==> config.mk <==
export PLATFORM = sky130hd
export DESIGN_NAME = fir_error_monitor
export DESIGN_NICKNAME = d
export VERILOG_FILES = /design/src/rtl/fir_error_monitor.sv
export SDC_FILE = /design/constraint.sdc
export NUM_CORES = 1
export LEC_CHECK = 0
export CAP_MARGIN = 20
export CORE_MARGIN = 2
export CORE_UTILIZATION = 50
export CTS_CLUSTER_SIZE = 40
export DETAILED_ROUTE_END_ITERATION = 8
export PLACE_DENSITY = 0.73
export SLEW_MARGIN = 25
export SYNTH_ARGS = -nofsm -noshare
export SYNTH_HDL_FRONTEND = slang
export SYNTH_SLANG_ARGS = --single-unit
==> constraint.sdc <==
create_clock -name clk -period 10.6 [get_ports clk]
set_input_delay 1.59 -clock clk [delete_from_list [all_inputs] [get_ports clk]]
set_output_delay 1.59 -clock clk [all_outputs]
set_load 0.05 [all_outputs]
==> src/rtl/fir_error_monitor.sv <==
// Compares approximate and exact FIR outputs over a window of 2^WIN_LOG2 accepted samples.
// Reports error sum, max, count and mean two edges after the last sample, with a one-cycle done pulse.
module fir_error_monitor #(
  parameter int WIDTH    = 16,
  parameter int WIN_LOG2 = 8,
  localparam int ACC_W   = WIDTH + WIN_LOG2
) (
  input  logic                clk,
  input  logic                rst,
  input  logic                start,
  input  logic                in_valid,
  input  logic [WIDTH-1:0]    approx,
  input  logic [WIDTH-1:0]    exact,
  output logic                busy,
  output logic                done,
  output logic [ACC_W-1:0]    sum_err,
  output logic [WIDTH-1:0]    max_err,
  output logic [WIN_LOG2:0]   err_cnt,
  output logic [WIDTH-1:0]    mean_err
);

  localparam logic [1:0] S_IDLE  = 2'd0;
  localparam logic [1:0] S_RUN   = 2'd1;
  localparam logic [1:0] S_DRAIN = 2'd2;
  localparam logic [1:0] S_DONE  = 2'd3;

  logic [1:0]          state;
  logic [WIN_LOG2-1:0] smp_cnt;
  logic                p1_vld;
  logic [WIDTH-1:0]    p1_d;
  logic                p1_nz;
  logic [ACC_W-1:0]    acc;
  logic [WIDTH-1:0]    max_acc;
  logic [WIN_LOG2:0]   cnt_acc;
  logic                accept;
  logic                last_smp;
  logic [WIDTH-1:0]    abs_diff;

  assign accept   = (state == S_RUN) && in_valid;
  assign last_smp = (smp_cnt == {WIN_LOG2{1'b1}});
  assign busy     = (state == S_RUN) || (state == S_DRAIN);
  assign done     = (state == S_DONE);

  always_comb begin
    abs_diff = '0;
    if (approx >= exact) abs_diff = approx - exact;
    else                 abs_diff = exact - approx;
  end

  always_ff @(posedge clk or posedge rst) begin
    if (rst) begin
      state <= S_IDLE;
    end else begin
      case (state)
        S_IDLE:  if (start) state <= S_RUN;
        S_RUN:   if (accept && last_smp) state <= S_DRAIN;
        // Stay in DRAIN until stage 2 has absorbed the final difference.
        S_DRAIN: if (!p1_vld) state <= S_DONE;
        S_DONE:  state <= S_IDLE;
        default: state <= S_IDLE;
      endcase
    end
  end

  // Stage 1: register per-sample error and count accepted samples.
  always_ff @(posedge clk or posedge rst) begin
    if (rst) begin
      p1_vld  <= 1'b0;
      p1_d    <= '0;
      p1_nz   <= 1'b0;
      smp_cnt <= '0;
    end else begin
      p1_vld <= accept;
      if (state == S_IDLE && start) begin
        smp_cnt <= '0;
      end else if (accept) begin
        p1_d    <= abs_diff;
        p1_nz   <= (approx != exact);
        smp_cnt <= smp_cnt + 1'b1;
      end
    end
  end

  // Stage 2: window accumulators.
  always_ff @(posedge clk or posedge rst) begin
    if (rst) begin
      acc     <= '0;
      max_acc <= '0;
      cnt_acc <= '0;
    end else if (state == S_IDLE && start) begin
      acc     <= '0;
      max_acc <= '0;
      cnt_acc <= '0;
    end else if (p1_vld) begin
      acc     <= acc + ACC_W'(p1_d);
      cnt_acc <= cnt_acc + (WIN_LOG2 + 1)'(p1_nz);
      if (p1_d > max_acc) max_acc <= p1_d;
    end
  end

  // Results persist until the next completed window or reset.
  always_ff @(posedge clk or posedge rst) begin
    if (rst) begin
      sum_err  <= '0;
      max_err  <= '0;
      err_cnt  <= '0;
      mean_err <= '0;
    end else if (state == S_DRAIN && !p1_vld) begin
      sum_err  <= acc;
      max_err  <= max_acc;
      err_cnt  <= cnt_acc;
      mean_err <= acc[ACC_W-1:WIN_LOG2];
    end
  end

endmodule
==> results.tsv, run 1 <==
metric	value	unit
Compound-Gate Fraction of Synth Area	14.9	%
hold path endpoint	max_err[5]$_DFFE_PP0P_	
Arr. time, crit path	4.65	ns
ys async rst share	100	%
Hold Path Class	reg -> reg	
clk sink count	126	
largest cells by area after synthesis	dfrtp_1 39%, ha_1 11%, mux2_2 4.6%	
top_reg_cell synth	dfrtp_1	
fin nets	1022	
Slew Limit Fails	0	
die height	131	um
power share of the clock group	21.8	%
Die ar.	17000	um2
status	completed	
actual slew at the worst max-slew pin	0.914	ns
io pins	103	
XOR/XNOR share of the synthesized area	3.72	%
Setup crit end kind	register	
Yosys cell types	65	
final setup vio count	0	
drc violations	0	
Post-CTS Setup Bufs	0	
post-layout min period	4.39	ns
hpwl dp	12.1	mm
cts repair resizes	0	
Finished Layout Cells	1140	
TritonCTS Buffers	17	
layout cell share with drive strength beyond 1	9.74	%
most common cell after layout, fill and taps aside	dfrtp_1	
RR Startpoint	p1_d[0]$_DFFE_PP0P_	
Total GRT Usage	20.9	%
1st-pass router iterations	5	
DP Area	9000	um2
RSZ-0062 raised after global routing	false	
Buf/Inv on CP	2	
CP peak stage delay	0.52	ns
Syn Inst Count	838	
share of power burned in registers	29.9	%
IO Port Bufs	102	
antenna violations before repair	0	
Overflow after GRT	0	
adder-cell share of the synthesized area	11.8	%
Starting Density	50.8	%
DRT Wirelength	16.6	mm
post-cts hold buffer count	0	
hold path depth	2	
main combinational cell family by area after synthesis	compound AO/OA/AOI/OAI gates	
Crit Path Category	in -> reg	
Pint	1.44	mW
clk root buf	clkbuf_16	
Pleak	4.44	nW
FF-to-FF End	acc[18]$_DFFE_PP0P_	
CP delay by family, top	compound AO/OA/AOI/OAI gates	
most frequent cells in the layout	126 x dfrtp_1, 102 x clkdlybuf4s50_1, 74 x nand2_1	
cell taking the most area after synthesis	dfrtp_1	
final worst slack	6.21	ns
CTS tree	done	
TNS Setup	0	ns
Avg Synthesized Cell Area	9.56	um2
register bit total from synthesis	126	
Logic pwr share	48.3	%
share of the synthesized area in the top cell type	39.4	%
number of synthesis warnings	0	
first-pass GRT wire length	28.2	mm
CP cell instances	clkdlybuf4s50_1 -> inv_1 -> ha_1 -> a21oi_1 -> nand2b_1 -> o211ai_2 -> and3_1 -> mux2_4 -> a211oi_2 -> xor2_1 -> o21ai_1	
Core ar.	15800	um2
sequential area share after synthesis	39.4	%
Synth Area in Simple Gates	13.8	%
placer congestion estimate	0.898	
Total Power	2.52	mW
reg2reg path depth	11	
largest net degree at the start of global routing	76	
Post-synth EDFFs	0	
Worst EP required	10.86	ns
placed insts	1109	
Switching Power	1.07	mW
Period Utilization, post-route	41.4	%
max_cap viols	0	
Clk pin slew, worst setup/hold paths	0.05	ns
Worst R2R Setup Slack	7.73	ns
Peak VDD IR	171	uV
vias in the first global route	5750	
worst-skew pair later-pin latency	0.41	ns
DR iter-0 viols	238	
Hold Worst Slack	0.477	ns
count of final hold-check violations	0	
pre-CTS setup slack	5.79	ns
deepest clock path buffer count	2	
Net Sw Frac	42.6	%
fmax	228	MHz
post-synthesis mux area share	8.95	%
routed vias	6131	
Site Rows	46	
hold path start	max_err[5]$_DFFE_PP0P_	
Setup crit start kind	input pin	
P&R area growth vs syn	19.5	%
Post-DRT Antenna Nets	0	
PD cells	263	nW/um2
slowest cell on the critical path	and3_1	
Crit Path Max Fanout	9	
worst rel slew slack	38.9	%
n_diodes	0	
Setup Skew	0.00773	ns
H-tree Lvls	4	
Util after Layout	60.7	%
Die Wd	131	um
fin area	9570	um2
vias per cell	5.38	
drt wl/cell	14.6	um
synthesized area	8010	um2
Synthesized Nets	948	
==> cell usage after synthesis (10+ instances only) <==
cell and number:
a21o_1 16, a21oi_1 48, buf_4 21, clkbuf_1 17, dfrtp_1 126, ha_1 71
inv_1 67, mux2_2 33, mux2i_1 33, nand2_1 74, nand2b_1 10, nand3_1 10
nand4_1 14, nor2_1 69, o21ai_0 66, or3_1 12, xnor2_1 17, xor2_1 17
==> worst max path at each step <==
stage | start | end | depth (start not counted)
final | approx[13] | p1_d[3]$_DFFE_PP0P_ | 11
after global routing | approx[13] | p1_d[3]$_DFFE_PP0P_ | 11
after CTS | approx[13] | p1_d[3]$_DFFE_PP0P_ | 11
after detailed placement | approx[13] | p1_d[3]$_DFFE_PP0P_ | 11
after global placement | approx[9] | p1_d[3]$_DFFE_PP0P_ | 11
after floorplan | rst | acc[0]$_DFFE_PP0P_ | 1
==> cells by family (layout without fill, tap and decap cells) <==
| family | count (synthesis) | count (layout) |
|---|---|---|
| buffers and inverters | 118 | 204 |
| AND/OR/NAND/NOR | 230 | 230 |
| AO/OA/AOI/OAI | 189 | 189 |
| XOR/XNOR | 34 | 34 |
| multiplexers | 67 | 67 |
| adder cells (fa/ha/maj) | 74 | 74 |
| flip-flops | 126 | 126 |
==> power by group through the flow <==
| stage | sequential, mW | combinational (mW) | clock, mW |
|---|---|---|---|
| finish | 0.752 | 1.22 | 0.549 |
| global route | 0.773 | 1.34 | 0.582 |
| CTS | 0.754 | 1.22 | 0.559 |
| detailed placement | 0.761 | 1.21 | 0 |
| global placement | 0.756 | 1.19 | 0 |
| floorplan | 0.897 | 0.765 | 0 |
==> sequential cells by signal, summed over array words and instances (netlist names) <==
register  cells
state         2
cnt_acc       9
max_acc      16
smp_cnt       8
p1_vld        1
sum_err      24
err_cnt       9
acc          24
p1_d         16
p1_nz         1
max_err      16
==> worst register-to-register path, delay by kind of cell, from the launching register on <==
family	cells	cell delay, ns
AOI/OAI and AO/OA	6	1.10
adders and majority gates	2	0.63
buffers and inverters	1	0.07
DFF	1	0.44
and+or+nand+nor	2	0.55
==> routing by layer <==
metal	share of wire, %	GRT usage, %
met5	0	0
met4	1.7	7.13
met2	46	33.0
met1	48	28.8
met3	4.5	4.44
==> layout make-up <==
cell class                 count  area [um2]
sequential                   126        3150
multi-input combinational    594        4280
fill                        1359        6200
clock buffer                  25         505
tap                          216         270
inverter                      67         254
timing repair buffer         106        1050
clock inverter                 6        57.6
(Power assumes the default switching activity.)
==> inputs of run 2 (changes only) <==
==> constraint.sdc (replaced) <==
create_clock -name clk -period 4.55 [get_ports clk]
set_input_delay 0.6825 -clock clk [delete_from_list [all_inputs] [get_ports clk]]
set_output_delay 0.6825 -clock clk [all_outputs]
set_load 0.05 [all_outputs]
==> results.tsv, run 2 (synthesis results as in run 1) <==
metric	value	unit
TNS Setup	0	ns
H-tree Lvls	4	
pre-CTS setup slack	0.665	ns
reg2reg path depth	11	
Peak VDD IR	310	uV
max_cap viols	0	
Site Rows	46	
Setup Skew	0.0101	ns
routed vias	6154	
Finished Layout Cells	1143	
PD cells	610	nW/um2
1st-pass router iterations	4	
actual slew at the worst max-slew pin	0.925	ns
Largest regs	acc x24, sum_err x24	
P&R area growth vs syn	19.5	%
antenna violations before repair	0	
Net Sw Frac	43.4	%
fmax	287	MHz
vias in the first global route	5745	
die height	131	um
drt wl/cell	14.7	um
cts repair resizes	0	
largest net degree at the start of global routing	71	
deepest clock path buffer count	2	
status	completed	
Slew Limit Fails	0	
Util after Layout	60.7	%
placed insts	1111	
Worst R2R Setup Slack	1.72	ns
critical path capture point	p1_d[3]$_DFFE_PP0P_	
power share of the clock group	21.4	%
Pint	3.30	mW
post-cts hold buffer count	0	
RSZ-0062 raised after global routing	false	
TritonCTS Buffers	17	
Pleak	4.43	nW
Post-CTS Setup Bufs	0	
Crit Path Max Fanout	9	
share of power burned in registers	30.2	%
Post-DRT Antenna Nets	0	
fin area	9570	um2
Setup crit start kind	input pin	
Crit Path Category	in -> reg	
worst-skew pair later-pin latency	0.41	ns
worst rel slew slack	38.2	%
most frequent cells in the layout	126 x dfrtp_1, 102 x clkdlybuf4s50_1, 74 x nand2_1	
Arr. time, crit path	3.75	ns
IO Port Bufs	102	
drc violations	0	
placer congestion estimate	0.887	
Total GRT Usage	20.4	%
Hold Path Class	reg -> reg	
final worst slack	1.06	ns
Worst EP required	4.81	ns
clk root buf	clkbuf_16	
first-pass GRT wire length	27.7	mm
DP Area	9020	um2
layout cell share with drive strength beyond 1	10.2	%
Starting Density	50.8	%
hpwl dp	12.4	mm
Switching Power	2.54	mW
Die Wd	131	um
vias per cell	5.38	
final setup vio count	0	
CTS tree	done	
Die ar.	17000	um2
n_diodes	0	
Overflow after GRT	0	
io pins	103	
Setup crit end kind	register	
clk sink count	126	
fin nets	1024	
Logic pwr share	48.4	%
crit path from	approx[13]	
DR iter-0 viols	339	
RR Startpoint	p1_d[0]$_DFFE_PP0P_	
most common cell after layout, fill and taps aside	dfrtp_1	
count of final hold-check violations	0	
post-layout min period	3.49	ns
Core ar.	15800	um2
Period Utilization, post-route	76.7	%
FF-to-FF End	acc[18]$_DFFE_PP0P_	
DRT Wirelength	16.8	mm
Clk pin slew, worst setup/hold paths	0.06	ns
-- run 2: critical path, stage by stage --
cell and delay (ns):
clkdlybuf4s50_1 0.48, inv_1 0.05, ha_1 0.42, a21oi_1 0.34, nand2b_1 0.12, o211ai_2 0.31, and3_1 0.53, mux2_4 0.35
a211oi_2 0.24, xor2_1 0.16, o21ai_1 0.07
-- run 2: layer usage --
layer	part of all wire (%)	wire length [um]	vias up	global-route usage (%)
met5	0	0	-	0
met4	1.5	259	0	5.88
met3	4.5	751	23	4.19
met2	46	7640	155	32.2
met1	48	8100	2923	28.8
li1	-	-	3053	-
-- run 2: cell type report --
type,count,area [um2]
clock buffer,18,429
clock inverter,14,120
fill,1365,6200
inverter,67,254
multi-input combinational,594,4280
sequential,126,3150
tap,216,270
timing repair buffer,108,1070
-- run 2: through the flow --
step / power [mW] / hold slack [ns]
2_1_floorplan: 3.87 / 0.486
3_3_place_gp: 4.54 / 0.461
3_5_place_dp: 4.60 / 0.470
4_1_cts: 5.88 / 0.482
5_1_grt: 6.24 / 0.501
6_report: 5.84 / 0.475
-- run 2: worst min path at each step --
stage	cells after the start	to	slack, ns	start
3_5_place_dp	2	max_err[9]$_DFFE_PP0P_	0.47	max_err[9]$_DFFE_PP0P_
6_report	2	max_err[11]$_DFFE_PP0P_	0.48	max_err[11]$_DFFE_PP0P_
2_1_floorplan	1	p1_nz$_DFFE_PP0P_	0.49	p1_nz$_DFFE_PP0P_
4_1_cts	2	max_err[9]$_DFFE_PP0P_	0.48	max_err[9]$_DFFE_PP0P_
5_1_grt	2	max_err[2]$_DFFE_PP0P_	0.50	max_err[2]$_DFFE_PP0P_
3_3_place_gp	2	max_err[11]$_DFFE_PP0P_	0.46	max_err[11]$_DFFE_PP0P_
-- run 2: power groups by stage --
stage / clock [mW] / combinational, mW / sequential [mW]
2_1_floorplan: 0 / 1.78 / 2.09
3_3_place_gp: 0 / 2.76 / 1.77
3_5_place_dp: 0 / 2.82 / 1.78
4_1_cts: 1.28 / 2.83 / 1.77
5_1_grt: 1.32 / 3.11 / 1.80
6_report: 1.25 / 2.83 / 1.76
==> inputs of run 3 (changes only) <==
--- a/config.mk
+++ b/config.mk
@@ -10,7 +10,7 @@
 export CORE_UTILIZATION = 50
 export CTS_CLUSTER_SIZE = 40
 export DETAILED_ROUTE_END_ITERATION = 8
-export PLACE_DENSITY = 0.73
+export PLACE_DENSITY = 0.76
 export SLEW_MARGIN = 25
 export SYNTH_ARGS = -nofsm -noshare
 export SYNTH_HDL_FRONTEND = slang
==> constraint.sdc (replaced) <==
create_clock -name clk -period 3.1 [get_ports clk]
set_input_delay 0.465 -clock clk [delete_from_list [all_inputs] [get_ports clk]]
set_output_delay 0.465 -clock clk [all_outputs]
set_load 0.05 [all_outputs]
==> results.tsv, run 3 (synthesis results as in run 1) <==
metric	value	unit
drc violations	0	
share of power burned in registers	28.6	%
CTS tree	done	
Setup crit start kind	input pin	
Logic pwr share	48.0	%
Period Utilization, post-route	93.6	%
drt wl/cell	14.8	um
Pint	5.20	mW
DP Area	9440	um2
io pins	103	
count of final hold-check violations	0	
post-layout min period	2.90	ns
Largest regs	acc x24, sum_err x24	
Die ar.	17000	um2
Die Wd	131	um
IO Port Bufs	102	
Hold Worst Slack	0.480	ns
Core ar.	15800	um2
Arr. time, crit path	3.20	ns
fin area	10100	um2
P&R area growth vs syn	25.9	%
placed insts	1162	
power share of the clock group	23.5	%
Overflow after GRT	0	
DRT Wirelength	17.6	mm
Starting Density	50.8	%
Post-CTS Setup Bufs	0	
Slew Limit Fails	0	
deepest clock path buffer count	2	
fmax	345	MHz
Switching Power	3.83	mW
status	completed	
worst rel slew slack	52.2	%
Clk pin slew, worst setup/hold paths	0.06	ns
final worst slack	0.199	ns
hpwl dp	13.2	mm
vias in the first global route	6284	
largest net degree at the start of global routing	78	
first-pass GRT wire length	30.0	mm
Crit Path Category	in -> reg	
Setup Skew	0.00548	ns
Total Power	9.03	mW
Finished Layout Cells	1194	
antenna violations before repair	0	
post-cts hold buffer count	0	
fin nets	1075	
Total GRT Usage	22.1	%
clk root buf	clkbuf_16	
most frequent cells in the layout	126 x dfrtp_1, 102 x clkdlybuf4s50_1, 74 x nand2_1	
Worst EP required	3.39	ns
worst-skew pair later-pin latency	0.42	ns
Setup crit end kind	register	
placer congestion estimate	0.864	
H-tree Lvls	4	
vias per cell	5.35	
cts repair resizes	0	
Pleak	4.73	nW
routed vias	6386	
n_diodes	0	
Post-DRT Antenna Nets	0	
RSZ-0062 raised after global routing	false	
most common cell after layout, fill and taps aside	dfrtp_1	
TritonCTS Buffers	17	
die height	131	um
layout cell share with drive strength beyond 1	15.3	%
PD cells	896	nW/um2
Peak VDD IR	412	uV
Site Rows	46	
actual slew at the worst max-slew pin	0.716	ns
Crit Path Max Fanout	6	
Net Sw Frac	42.4	%
Hold Path Class	reg -> reg	
clk sink count	126	
max_cap viols	0	
pre-CTS setup slack	-0.283	ns
1st-pass router iterations	5	
DR iter-0 viols	329	
final setup vio count	0	
## run 3: changes by cell type in the layout (fill, tap and decap cells not counted), sizes merged
cell / delta
buf: +51
bufinv: +3
clkbuf: -1
clkinv: -3
clkinvlp: -2
inv: +3
## run 3: through the flow
stage	TNS, ns	utilization [%]
floorplan	0	-
global placement	-1.04	59.8
detailed placement	-1.55	59.9
CTS	0	63.9
global route	0	63.9
finish	0	63.9
## run 3: layout make-up
type | instances | area, um2
inverters | 67 | 255
clock inverters | 15 | 204
flip-flops and latches | 126 | 3150
well taps | 216 | 270
fillers | 1302 | 5690
multi-input cells | 594 | 4290
repair buffers | 159 | 1490
clock buffers | 17 | 425
## run 3: power by group through the flow
stage | registers (mW) | clock network (mW) | logic [mW]
after floorplan | 3.07 | 0 | 2.62
after global placement | 2.59 | 0 | 4.17
after detailed placement | 2.61 | 0 | 4.29
after CTS | 2.59 | 2.15 | 4.35
after global routing | 2.64 | 2.22 | 4.77
final | 2.58 | 2.12 | 4.33
## run 3: final timing paths
path                                        start                 endpoint  slack, ns  cells past startpoint
setup / recovery                        approx[0]      p1_d[3]$_DFFE_PP0P_       0.20                     12
hold / removal             max_err[3]$_DFFE_PP0P_   max_err[3]$_DFFE_PP0P_       0.48                      2
setup reg to reg               acc[0]$_DFFE_PP0P_      acc[20]$_DFFE_PP0P_       0.33                     11
hold reg to reg            max_err[3]$_DFFE_PP0P_   max_err[3]$_DFFE_PP0P_       0.48                      2
max in group asynchronous                     rst  sum_err[12]$_DFFE_PP0P_       2.21                      3
min in group asynchronous                     rst  max_err[10]$_DFFE_PP0P_       0.50                      3
## run 3: worst max-delay path: stages
cell and delay [ns]:
clkdlybuf4s50_1 0.48, inv_1 0.05, ha_1 0.21, fa_1 0.38, nand3b_1 0.21, a21oi_2 0.19, o31ai_2 0.09, and3_1 0.30
mux2_4 0.34, a211oi_2 0.23, xor2_1 0.17, o21ai_1 0.07
## run 3: metal layers
metal / wire length, um / track usage (%) / up-vias
li1: - / - / 3170
met1: 8090 / 29.3 / 3017
met2: 8420 / 36.6 / 170
met3: 764 / 3.79 / 29
met4: 350 / 8.07 / 0
met5: 0 / 0 / -
